## config.mk

```make
export PLATFORM = sky130hd
export DESIGN_NAME = line_fill_arbiter
export DESIGN_NICKNAME = d
export VERILOG_FILES = /design/src/rtl/line_fill_arbiter.sv
export SDC_FILE = /design/constraint.sdc
export NUM_CORES = 1
export LEC_CHECK = 0
export CORE_AREA = 2 2 102 104
export DETAILED_ROUTE_END_ITERATION = 10
export DIE_AREA = 0 0 104 106
export GPL_TIMING_DRIVEN = 0
export PLACE_DENSITY = 0.82
export SLEW_MARGIN = 40
export SYNTH_ARGS = -nofsm -noshare
export SYNTH_HDL_FRONTEND = slang
export SYNTH_SLANG_ARGS = --single-unit
```

## constraint.sdc

```tcl
create_clock -name clk -period 2.06 [get_ports clk]
set_clock_uncertainty 0.05 [all_clocks]
set_input_delay 0.412 -clock clk [delete_from_list [all_inputs] [get_ports clk]]
set_output_delay 0.412 -clock clk [all_outputs]
set_load 0.01 [all_outputs]
```

## src/rtl/line_fill_arbiter.sv

```systemverilog
// line_fill_arbiter
//   Shares one word-wide memory read port between the per-core cache
//   controllers. One core is granted at a time (round-robin) and its whole
//   line is fetched as a critical-word-first burst. Returned words are
//   steered back to the granted core together with their line word index.
//
// Ports
//   clk, rst_n      system clock, asynchronous active-low reset
//   req_i           per-core line-fill request, held until fill_done_o
//   req_addr_i      per-core byte address, core k at [k*ADDR_SIZE +: ADDR_SIZE]
//   grant_o         one-hot, core currently being served
//   fill_valid_o    one-hot, returned word valid for that core
//   fill_data_o     returned word (straight from mem_rdata_i)
//   fill_word_o     line word index of fill_data_o
//   fill_done_o     one-hot pulse on the last word of the burst
//   mem_req_o       word read request
//   mem_addr_o      word-aligned read address
//   mem_ready_i     memory accepts the request this cycle
//   mem_rvalid_i    in-order read data valid
//   mem_rdata_i     read data
//
// state | meaning
// ------+------------------------------------------------------------
// IDLE  | no grant; pick next requester round-robin from last_q+1
// BURST | grant held; issue and collect WORDS_PER_LINE words
// GAP   | one dead cycle so the finished core can drop req_i
module line_fill_arbiter #(
    parameter int NUM_CORES      = 4,
    parameter int ADDR_SIZE      = 32,
    parameter int DATA_SIZE      = 32,
    parameter int WORDS_PER_LINE = 8
) (
    input  logic                              clk,
    input  logic                              rst_n,
    input  logic [NUM_CORES-1:0]              req_i,
    input  logic [NUM_CORES*ADDR_SIZE-1:0]    req_addr_i,
    output logic [NUM_CORES-1:0]              grant_o,
    output logic [NUM_CORES-1:0]              fill_valid_o,
    output logic [DATA_SIZE-1:0]              fill_data_o,
    output logic [$clog2(WORDS_PER_LINE)-1:0] fill_word_o,
    output logic [NUM_CORES-1:0]              fill_done_o,
    output logic                              mem_req_o,
    output logic [ADDR_SIZE-1:0]              mem_addr_o,
    input  logic                              mem_ready_i,
    input  logic                              mem_rvalid_i,
    input  logic [DATA_SIZE-1:0]              mem_rdata_i
);

    localparam int WORD_BITS = $clog2(WORDS_PER_LINE);
    localparam int IDX_W     = $clog2(NUM_CORES);
    localparam int CNT_W     = WORD_BITS + 1;
    localparam int OFF_BITS  = WORD_BITS + 2;

    localparam logic [CNT_W-1:0] CNT_MAX = CNT_W'(WORDS_PER_LINE);

    localparam logic [1:0] ST_IDLE  = 2'd0;
    localparam logic [1:0] ST_BURST = 2'd1;
    localparam logic [1:0] ST_GAP   = 2'd2;

    logic [1:0]           state_q;
    logic [IDX_W-1:0]     idx_q;
    logic [IDX_W-1:0]     last_q;
    logic [ADDR_SIZE-1:0] base_q;
    logic [WORD_BITS-1:0] start_q;
    logic [CNT_W-1:0]     issue_cnt;
    logic [CNT_W-1:0]     rx_cnt;

    logic                 sel_found;
    logic [IDX_W-1:0]     sel_idx;
    logic [ADDR_SIZE-1:0] sel_addr;

    logic                 in_burst;
    logic                 issue_fire;
    logic                 rx_fire;
    logic                 rx_last;
    logic [NUM_CORES-1:0] idx_onehot;
    logic [WORD_BITS-1:0] issue_word;
    logic [WORD_BITS-1:0] rx_word;

    // Rotating priority: search upward from the core after the last one served.
    always_comb begin
        sel_found = 1'b0;
        sel_idx   = '0;
        for (int i = 1; i <= NUM_CORES; i++) begin
            if (!sel_found && req_i[(int'(last_q) + i) % NUM_CORES]) begin
                sel_found = 1'b1;
                sel_idx   = IDX_W'((int'(last_q) + i) % NUM_CORES);
            end
        end
    end

    always_comb begin
        sel_addr = '0;
        for (int k = 0; k < NUM_CORES; k++) begin
            if (sel_idx == IDX_W'(k)) begin
                sel_addr = req_addr_i[k*ADDR_SIZE +: ADDR_SIZE];
            end
        end
    end

    assign in_burst   = (state_q == ST_BURST);
    assign idx_onehot = NUM_CORES'(1) << idx_q;

    // Word index arithmetic is WORD_BITS wide, so the wrap to the start of
    // the line falls out of the natural overflow.
    assign issue_word = start_q + issue_cnt[WORD_BITS-1:0];
    assign rx_word    = start_q + rx_cnt[WORD_BITS-1:0];

    assign mem_req_o  = in_burst && (issue_cnt < CNT_MAX);
    assign issue_fire = mem_req_o && mem_ready_i;
    assign rx_fire    = in_burst && mem_rvalid_i && (rx_cnt < CNT_MAX);
    assign rx_last    = (rx_cnt == CNT_MAX - 1'b1);

    assign grant_o      = in_burst ? idx_onehot : '0;
    assign mem_addr_o   = in_burst ?
                          (base_q | {{(ADDR_SIZE-OFF_BITS){1'b0}}, issue_word, 2'b00}) : '0;
    assign fill_valid_o = rx_fire ? idx_onehot : '0;
    assign fill_word_o  = rx_fire ? rx_word : '0;
    assign fill_done_o  = (rx_fire && rx_last) ? idx_onehot : '0;
    assign fill_data_o  = mem_rdata_i;

    always_ff @(posedge clk or negedge rst_n) begin
        if (!rst_n) begin
            state_q   <= ST_IDLE;
            idx_q     <= '0;
            last_q    <= IDX_W'(NUM_CORES - 1);
            base_q    <= '0;
            start_q   <= '0;
            issue_cnt <= '0;
            rx_cnt    <= '0;
        end else begin
            case (state_q)
                ST_IDLE: begin
                    if (sel_found) begin
                        idx_q     <= sel_idx;
                        base_q    <= {sel_addr[ADDR_SIZE-1:OFF_BITS], {OFF_BITS{1'b0}}};
                        start_q   <= sel_addr[OFF_BITS-1:2];
                        issue_cnt <= '0;
                        rx_cnt    <= '0;
                        state_q   <= ST_BURST;
                    end
                end
                ST_BURST: begin
                    if (issue_fire) begin
                        issue_cnt <= issue_cnt + 1'b1;
                    end
                    if (rx_fire) begin
                        rx_cnt <= rx_cnt + 1'b1;
                        if (rx_last) begin
                            last_q  <= idx_q;
                            state_q <= ST_GAP;
                        end
                    end
                end
                ST_GAP: begin
                    state_q <= ST_IDLE;
                end
                default: begin
                    state_q <= ST_IDLE;
                end
            endcase
        end
    end

endmodule

```

Word level (Yosys, flattened, before mapping)

Cells that the tools add are included.

Output and inout port bits: 80
Logic and storage cells: 97
Input bits: 168
Register bits after elaboration: 44

$add $sub $neg: 8
Equal/unequal tests: 9
Multiplexer cells: 38
Shift operators: 1
Bitwise logic cells: 5
$lt $le $gt $ge: 6
Reductions and logical operators: 23

Operators by type and width:

| operator                                                                | number |
|---|---|
| 32-bit 2-to-1 mux                                                       | 5 |
| 32-bit by 5-bit bitwise OR with 32-bit output                           | 1 |
| 4-bit 2-to-1 mux                                                        | 6 |
| 3-bit by 4-bit < comparator with 1-bit output, second input constant    | 4 |
| 4-bit case mux with 2 select lines                                      | 2 |
| 2-bit 2-to-1 mux                                                        | 7 |
| 1-bit 2-to-1 mux                                                        | 12 |
| 3-bit AND reduction                                                     | 4 |
| 4-bit by 1-bit adder with 4-bit output, second input constant           | 2 |
| 1-bit binary-select mux with 2-bit select                               | 4 |
| 1-bit logical AND                                                       | 8 |
| 4-bit < comparator, second input constant                               | 2 |
| 2-bit OR reduction                                                      | 4 |
| 3-bit adder                                                             | 2 |
| 2-bit by 1-bit inequality test with 1-bit output, second input constant | 3 |
| 2-bit by 1-bit adder with 2-bit output, second input constant           | 2 |
| 2-bit adder, second input constant                                      | 2 |
| 1-bit bitwise AND, first input constant                                 | 4 |
| 2-bit by 1-bit == test with 1-bit output, second input constant         | 2 |
| 2-bit == test, second input constant                                    | 2 |
| 4-bit by 3-bit == test with 1-bit output, second input constant         | 1 |
| 2-bit logical NOT                                                       | 2 |
| 2-bit case mux with 2 select lines                                      | 1 |
| 1-bit by 2-bit left shift with 4-bit output, first input constant       | 1 |
| 5 further kinds                                                         | 7 |

Longest topological paths before layout

Depth in word-level cells: 21
Depth in mapped cells: 6
Depth with buffers taken out: 5

Worst setup path after synthesis

OpenSTA, ideal clock, no wires.

Kind: reg2out
Start point: reg state_q[1]
End point: out fill_done_o[0]
Data required time: 1.598 ns
Arrival: 1.502 ns
Path buffers: 1
Path slack: 0.096 ns
Cell stages (with the launch flop): 6
Cells stage by stage: dfrtp_1 > nand2b_1 > buf_2 > nor3b_2 > nand3_1 > nor3_1

Word-level cells in the longest chain between the ends: 5

Ends and longest elaborated chain:

| item                                     | line | source |
|---|---|---|
| start, declared                          | 60   | `logic [1:0] state_q;` |
| start signal, assigned                   | 124  | `state_q <= ST_IDLE;` |
| start signal, assigned                   | 140  | `state_q <= ST_BURST;` |
| start signal, assigned                   | 151  | `state_q <= ST_GAP;` |
| 2-bit by 1-bit == test with 1-bit output | 101  | `assign in_burst = (state_q == ST_BURST);` |
| 1-bit logical AND (2 in series)          | 111  | `assign rx_fire = in_burst && mem_rvalid_i && (rx_cnt < CNT_MAX);` |
| 1-bit logical AND                        | 119  | `assign fill_done_o = (rx_fire && rx_last) ? idx_onehot : '0;` |
| 4-bit 2-to-1 mux                         | 119  |  |
| end, declared                            | 41   | `output logic [NUM_CORES-1:0] fill_done_o,` |

No other way between the ends.

Final worst setup path

Start point: reg start_q[0]
End point: out fill_word_o[2]

Word-level cells in the longest chain between the ends: 2

Ends and longest elaborated chain:

| item                   | line | source |
|---|---|---|
| start, declared        | 64   | `logic [WORD_BITS-1:0] start_q;` |
| start signal, assigned | 137  | `start_q <= sel_addr[OFF_BITS-1:2];` |
| 3-bit adder            | 107  | `assign rx_word = start_q + rx_cnt[WORD_BITS-1:0];` |
| 3-bit 2-to-1 mux       | 118  | `assign fill_word_o = rx_fire ? rx_word : '0;` |
| end, declared          | 40   | `output logic [$clog2(WORDS_PER_LINE)-1:0] fill_word_o,` |

No other way between the ends.

==> impl_metrics.json <==
{
  "status": "finished with violations",
  "violations": "setup timing",
  "peakVddDrop_mv": 0.504,
  "worst_slack_ns": -0.196,
  "slew_viol_final": 0,
  "hold_slack_ns": 0.475,
  "comb_power_share": 0.728,
  "antenna_found_initial": 1,
  "max_freq_mhz": 443,
  "synth-seq-cells": 44,
  "num_rows": 37,
  "period_minus_slack_ns": 2.26,
  "syn_avg_cell_area_um2": 9.45,
  "synth_cell_type_count": 42,
  "grt_overflow_total": 0,
  "cts_tree": "yes",
  "async_flop_share": 1.00,
  "p_sw_uw": 3630,
  "ff_latch_area_um2": 1100,
  "die_area_um2": 11000,
  "critPathMaxStageDelay_ns": 0.43,
  "final_area_um2": 6830,
  "synth_top_area_frac": 0.300,
  "pwr-share-seq": 0.199,
  "postPlaceCellArea_um2": 5750,
  "rsz0062_at_grt": "true",
  "ys_top_cells_by_count": "nor2_1, dfrtp_1, buf_4, and2_1, mux2i_1",
  "drive_above_1_share": 0.374,
  "clock_latency_ns": 0.31,
  "critPathMaxFanout": 3,
  "crit_family": "adder cells",
  "ios": 248,
  "area_growth_pct": 94.7,
  "clock_sinks": 44,
  "p_int_uw": 4600,
  "max_cap_violations": 0,
  "h-tree-depth": 2,
  "yosys.area.top_type": "dfrtp_1",
  "leakage_uw": 0.00266,
  "start_kind": "flop",
  "nets": 794,
  "synth_edf_count": 0,
  "hold_viol_final": 0,
  "viasPerCell": 5.08,
  "drt_pass1_iterations": 4,
  "synthesis.instances": 371,
  "clockPowerShare": 0.073,
  "wire_per_inst_um": 18.3,
  "dr.first_iter.drc_count": 114,
  "root_buffer": "clkbuf_8",
  "post-synth-top-count-cell": "nor2_1",
  "start_util": 0.351,
  "path_clk_slew_ns": 0.09,
  "hpwl_um": 9480,
  "synth_ff_type": "dfrtp_1",
  "path_buf_inv": 1,
  "end_kind": "output port",
  "yosysWarnings": 0,
  "grt_pass1_wl_um": 19200,
  "fin_crit_sh": 1.09,
  "cts_buffers": 5,
  "grt_pass1_vias": 3836,
  "die_x_um": 104,
  "rrSetupSlack_ns": -0.13,
  "gp_congestion": 0.765,
  "crit_chain": "ha_2 -> fa_2 -> xor2_2 -> xnor2_1 -> nor2_1 -> buf_2",
  "ant_nets": 0,
  "setup_violations": 35,
  "routed_wirelength_um": 13900,
  "dp.cells": 714,
  "multi_input_area_um2": 2570,
  "synth_area_um2": 3510,
  "grt_max_degree": 27,
  "ys_seq_area_frac": 0.315,
  "dp_slack_ns": -0.797,
  "critPathArrivalTime_ns": 1.79,
  "post_layout_nonfiller_instances": 759,
  "fp.dieH_um": 106,
  "crit_type": "reg2out",
  "power_density_nw_per_um2": 1210,
  "worst_path_max_delay_cell": "dfrtp_1",
  "cts_buffer_depth": 2,
  "synth_area_leaders": "dfrtp_1, a2111oi_2, mux2i_1",
  "core-area_um2": 10000,
  "hp-class": "in2async",
  "port_buffers": 205,
  "worstPathRequired_ns": 1.60,
  "drc": 0,
  "fillers": 808,
  "vias": 3856,
  "grt_use_total": 0.219,
  "switching_share": 0.441
}
[logic make-up (layout without fill, tap and decap cells)]
| logic type | count (synthesis) | count (layout) | synth area share |
|---|---|---|---|
| adder cells (fa/ha/maj) | 6 | 6 | 0.0257 |
| XOR/XNOR | 6 | 6 | 0.0150 |
| flip-flops | 44 | 44 | 0.315 |
| AO/OA/AOI/OAI | 105 | 105 | 0.271 |
| multiplexers | 33 | 33 | 0.0949 |
| AND/OR/NAND/NOR | 110 | 110 | 0.158 |
| buffers and inverters | 66 | 315 | 0.120 |
| other | 1 | 4 | 0.00107 |
[routing by layer]
layer / share of wire / global-route usage / vias up
met1: 0.41 / 0.255 / 1856
met3: 0.053 / 0.0441 / 23
met4: 0.017 / 0.0637 / 0
met5: 0 / 0 / -
li1: - / - / 1822
met2: 0.52 / 0.405 / 155
[layout by cell type, fill, tap and decap left out, types with 9 or more instances in the layout]
master	n
a2111oi_2	11
nor2_1	42
o21a_1	30
buf_4	58
dfrtp_1	42
a211oi_1	14
buf_6	15
dlygate4sd2_1	9
a211oi_2	16
mux2i_1	14
clkdlybuf4s50_1	154
nand2_1	10
and2_1	30
mux2i_2	10
buf_2	16
a2111oi_4	18
clkbuf_2	25
[area by class of cell]
type                    count  share of cell area
clock buffers               7              0.0126
well taps                 136              0.0249
flip-flops and latches     44               0.162
multi-input cells         262               0.377
plain buffers              58              0.0737
clock inverters             1             0.00110
repair buffers            246               0.347
inverters                   3             0.00165
diodes                      2            0.000733
[power groups by stage]
stage / Sequential, µW / Clock, µW / Combinational, µW
final: 1640 / 598 / 5990
after global routing: 1690 / 644 / 6390
after CTS: 1620 / 596 / 4690
after detailed placement: 1630 / 0 / 4660
after global placement: 1600 / 0 / 4530
after floorplan: 1530 / 0 / 2630
[repair_timing]
item	CTS	global route
setup endpoints to repair	76	65
hold buffers	1	0
setup buffers	14	19
hold endpoints to repair	18	0
gates cloned	0	7
gates resized for setup	152	157
pin swaps	10	49
[worst paths after layout]
| check | cells past startpoint | startpoint | endpoint |
|---|---|---|---|
| max in group asynchronous | 3 | rst_n | last_q[0] |
| setup reg to reg | 7 | last_q[1] | start_q[0] |
| min in group clk | 2 | issue_cnt[3] | issue_cnt[3] |
| hold / removal | 2 | rst_n | issue_cnt[3] |
| setup / recovery | 6 | start_q[0] | fill_word_o[2] |
| hold reg to reg | 2 | issue_cnt[3] | issue_cnt[3] |
[per-stage QoR]
stage	util	setup TNS, ns	total power [µW]
2_1_floorplan	-	0	4160
3_3_place_gp	0.573	-63.36	6140
3_5_place_dp	0.575	-33.33	6290
4_1_cts	0.609	-1.26	6900
5_1_grt	0.683	-6.46	8730
6_report	0.683	-2.46	8230
[state kept, by name (all words and copies together) (netlist names)]
| signal | cells |
|---|---|
| start_q | 3 |
| idx_q | 2 |
| base_q | 27 |
| last_q | 2 |
| issue_cnt | 4 |
| state_q | 2 |
| rx_cnt | 4 |
No activity file was read; power rests on OpenSTA's default activity.
